[src/rtl/prog_mod_counter.sv]
// Programmable-modulus up/down counter with an IDLE/RUN/DONE run controller.
// Optional macro PROG_MOD_COUNTER_WRAP_CNT_EN adds a saturating wrap_cnt output.
module prog_mod_counter #(
  parameter int unsigned WIDTH   = 4,
  parameter int unsigned MOD_RST = 10
) (
  input  logic             clk,
  input  logic             rst,
  input  logic             en,
  input  logic             start,
  input  logic             stop,
  input  logic             mode,
  input  logic             up_dn,
  input  logic [WIDTH-1:0] mod_val,
  input  logic             load,
  input  logic [WIDTH-1:0] load_val,
  output logic [WIDTH-1:0] q,
  output logic             tc,
  output logic             busy,
`ifdef PROG_MOD_COUNTER_WRAP_CNT_EN
  output logic             done,
  output logic [WIDTH-1:0] wrap_cnt
`else
  output logic             done
`endif
);

  localparam logic [1:0] IDLE = 2'd0;
  localparam logic [1:0] RUN  = 2'd1;
  localparam logic [1:0] DONE = 2'd2;
  localparam logic [WIDTH-1:0] ONE = WIDTH'(1);

  logic [1:0]       state, state_nx;
  logic [WIDTH-1:0] m_s, m_s_nx, q_nx;
  logic [WIDTH-1:0] mod_m1, cap_m1;
  logic             tc_nx, start_acc, terminal;

  // M-1 in WIDTH bits; a modulus of 0 (2^WIDTH) naturally yields all-ones
  assign mod_m1   = m_s - ONE;
  assign cap_m1   = mod_val - ONE;
  assign terminal = up_dn ? (q == mod_m1) : (q == '0);

  always_comb begin
    state_nx  = state;
    m_s_nx    = m_s;
    q_nx      = q;
    tc_nx     = 1'b0;
    start_acc = 1'b0;
    if (load) begin
      m_s_nx = mod_val;
      q_nx   = ((mod_val != '0) && (load_val >= mod_val)) ? cap_m1 : load_val;
    end else if (stop && (state == RUN)) begin
      state_nx = IDLE;
    end else if (start && (state != RUN)) begin
      start_acc = 1'b1;
      m_s_nx    = mod_val;
      q_nx      = up_dn ? '0 : cap_m1;
      state_nx  = RUN;
    end else if ((state == RUN) && en) begin
      tc_nx = terminal;
      if (terminal && mode)
        state_nx = DONE;
      else if (terminal)
        q_nx = up_dn ? '0 : mod_m1;
      else
        q_nx = up_dn ? (q + ONE) : (q - ONE);
    end
  end

  always_ff @(posedge clk or posedge rst) begin
    if (rst) begin
      state <= IDLE;
      m_s   <= WIDTH'(MOD_RST);
      q     <= '0;
      tc    <= 1'b0;
      busy  <= 1'b0;
      done  <= 1'b0;
    end else begin
      state <= state_nx;
      m_s   <= m_s_nx;
      q     <= q_nx;
      tc    <= tc_nx;
      busy  <= (state_nx == RUN);
      done  <= (state_nx == DONE);
    end
  end

`ifdef PROG_MOD_COUNTER_WRAP_CNT_EN
  // Advances together with tc so both reflect the same terminal event
  always_ff @(posedge clk or posedge rst) begin
    if (rst)
      wrap_cnt <= '0;
    else if (start_acc)
      wrap_cnt <= '0;
    else if (tc_nx && (wrap_cnt != '1))
      wrap_cnt <= wrap_cnt + ONE;
  end
`endif

endmodule

[config.mk]
export PLATFORM = sky130hd
export DESIGN_NAME = prog_mod_counter
export DESIGN_NICKNAME = d
export VERILOG_FILES = /design/src/rtl/prog_mod_counter.sv
export SDC_FILE = /design/constraint.sdc
export NUM_CORES = 1
export LEC_CHECK = 0
export CAP_MARGIN = 40
export CORE_UTILIZATION = 35
export DETAILED_ROUTE_END_ITERATION = 8
export GPL_TIMING_DRIVEN = 0
export PLACE_DENSITY_LB_ADDON = 0.3
export SYNTH_ARGS = -nofsm -noshare
export SYNTH_HDL_FRONTEND = slang
export SYNTH_SLANG_ARGS = --single-unit
[constraint.sdc]
create_clock -name clk -period 2.4 [get_ports clk]
set_clock_uncertainty 0.15 [all_clocks]
set_input_delay 0.24 -clock clk [delete_from_list [all_inputs] [get_ports clk]]
set_output_delay 0.24 -clock clk [all_outputs]
set_load 0.02 [all_outputs]
==> metrics <==
Post-synth ARST share=100%; register area share after synthesis=28.2%; status=finished clean; Register-to-Register Path Depth=7; Nets=185; Hold WC Path Type=in -> async; register share of total power=32.5%; residual DRC count=0; GRT Residual Overflow=0; CTS Buf Count=3; critical path class=reg -> reg; fin cells=203; fillcell total=310; RSZ-0062 raised after global routing=yes; vias in the first global route=980; largest net degree at the start of global routing=14; TNS Setup=0 ps; VDD IR-drop max=199 uV; final hold violation count=0; Seq cells post-synth=13; Worst EP required=2410 ps; final setup fails=0; Total GRT Usage=17.1%; Post-Synthesis Cell Area=1160 sq um; CP Launch Type=register; switching power=0.419 mW; Main synth FF type=dfrtp_1; IO Port Bufs=21; CTS max path bufs=2; MaxCap Viol Count=0; Rows=20; CP Max Fanout=4; CTS tree=done; initial core utilization=37.5%; internal power=0.616 mW; crit path capture type=register; first-pass GRT wire length=4540 um; layout cells sized above 1=11.9%; initial DRC count=60; area occupied by multi-input gates=807 sq um; Syn Inst Count=131; Vias=1,130; post-synth cell types=45; Inserted Diodes=0; Util after Layout=48.7%; number of synthesized flops with an enable pin=0; Max Freq=0.433 GHz; Net Count, Synth=156; htree depth=1; clock power share=13.4%; final WL=3000 um; DIE AREA=3560 sq um; core area=3100 sq um; DR vias/cell=5.57; DIE WIDTH=59.7 um; power share of the combinational group=54.1%; Final Critical Period=2310 ps; period utilization=96.1%; placed instance area=1430 sq um; # placed instances=196; clock latency at the later pin of the worst-skew pair=270 ps; ANT nets after route=0; root buffer cell=clkbuf_4; DRT Pass-1 Iters=4; YS warnings=0; Power per Cell Area=685 nW/um^2; Avg WL per Cell=14.8 um; sinks on the clock net=13; DP Wirelength=2310 um; worst-margin pin slew=528 ps; Fin Hold WS=147 ps; Routability Congestion=0.885; Leak=0.656 nW; Final Max Slew Viols=0; IO Count=23; Reg area=328 sq um; Die H=59.7 um; crit path DAT=2320 ps; Reg clk slew, reported paths=90 ps; syn_area_per_cell=8.88 sq um; Sw Ratio=40.5%; final design area excluding fillers=1510 sq um; initial antenna violation count=0; Slew HR=64.7%; area grow syn2layout=29.9%
-- through the flow --
stage	power, mW	setup slack [ps]
6_report	1.03	92.6
5_1_grt	1.10	-12.8
4_1_cts	1.00	14.4
3_5_place_dp	0.864	-264
3_3_place_gp	0.851	-258
2_1_floorplan	0.690	186
-- registers in the layout (all words and copies together), names as in the netlist --
name / flops
busy: 1
done: 1
m_s: 4
q: 4
state: 2
tc: 1
-- cell families after synthesis --
kind of cell             after synthesis  share of synthesized area (%)
buffers and inverters                 16                           5.16
AND/OR/NAND/NOR                       45                           21.0
AO/OA/AOI/OAI                         35                           23.9
multiplexers                           1                           1.29
XOR/XNOR                              12                           10.2
flip-flops                            13                           28.2
adder cells (fa/ha/maj)                9                           10.3
-- worst paths after layout --
check,start,endpoint,slack [ps]
setup / recovery,m_s[1],q[0],90
hold / removal,rst,busy,150
setup reg to reg,m_s[1],q[0],90
hold reg to reg,m_s[1],m_s[1],360
max in group asynchronous,rst,m_s[1],1590
min in group clk,start,state[0],240
-- timing repair --
item,in CTS,in global routing
pin swaps,0,3
hold buffers,0,0
gates resized for setup,1,6
setup endpoints to repair,3,3
setup buffers,0,3
-- cell usage after synthesis, types with 2 or more instances --
library cell  count  area [sq um]
inv_1            11          41.3
xnor2_1           8          70.1
a211o_1           2          17.5
o311a_1           2          20.0
xor2_1            3          26.3
nor3b_1           2          15.0
o311ai_0          2          17.5
or4_1             2          15.0
ha_1              8           100
a21oi_1           4          20.0
nand2_1           9          33.8
and3_1            5          31.3
nor2_1            9          33.8
nand3_1           2          10.0
nor3_1            6          30.0
dfstp_2           2          52.6
nand2b_1          3          18.8
dfrtp_1          11           275
a21o_1            3          22.5
o32ai_1           2          17.5
a31oi_1           4          25.0
clkbuf_1          4          15.0
o21ai_0           5          25.0
-- worst max-delay path: stages (launching register included) --
cell	delay, ps
dfstp_2	540
inv_1	70
ha_4	280
xor2_2	140
nand4_2	140
o211a_1	300
or2_4	280
mux2_4	290
-- metal layers --
layer | GRT usage (%) | vias to the layer above | wire length, um
met4 | 6.98 | 0 | 100
li1 | - | 544 | -
met5 | 0 | - | 0
met3 | 2.81 | 12 | 165
met2 | 28.3 | 48 | 1390
met1 | 22.2 | 526 | 1340
-- final cells by class --
cell class / count / area share (%)
well taps: 44 / 3.64
flip-flops and latches: 13 / 21.7
clock buffers: 4 / 1.74
inverters: 12 / 2.98
plain buffers: 4 / 0.993
repair buffers: 24 / 15.6
multi-input cells: 102 / 53.4
-- cells in the final DEF, fill, tap and decap left out, types with 2 or more instances in the layout --
cell              n
a211o_1           2
a21o_1            3
a21oi_1           4
a31oi_1           4
and3_1            5
buf_4             3
clkbuf_1          5
clkbuf_4          3
clkdlybuf4s50_1  20
dfrtp_1          11
dfstp_2           2
ha_1              7
inv_1            11
nand2_1           9
nand2b_1          3
nand3_1           2
nor2_1            8
nor3_1            5
nor3_2            2
nor3b_1           2
o21ai_0           5
o311a_1           2
o32ai_1           2
or4_1             2
xnor2_1           8
xor2_1            2
-- power groups by stage --
stage                     combinational [mW]  clock [mW]  sequential (mW)
after floorplan                        0.328           0            0.362
after global placement                 0.512           0            0.340
after detailed placement               0.523           0            0.341
after CTS                              0.529       0.139            0.336
after global routing                   0.607       0.147            0.345
final                                  0.560       0.139            0.337
Power figures use the tool's default switching activity.
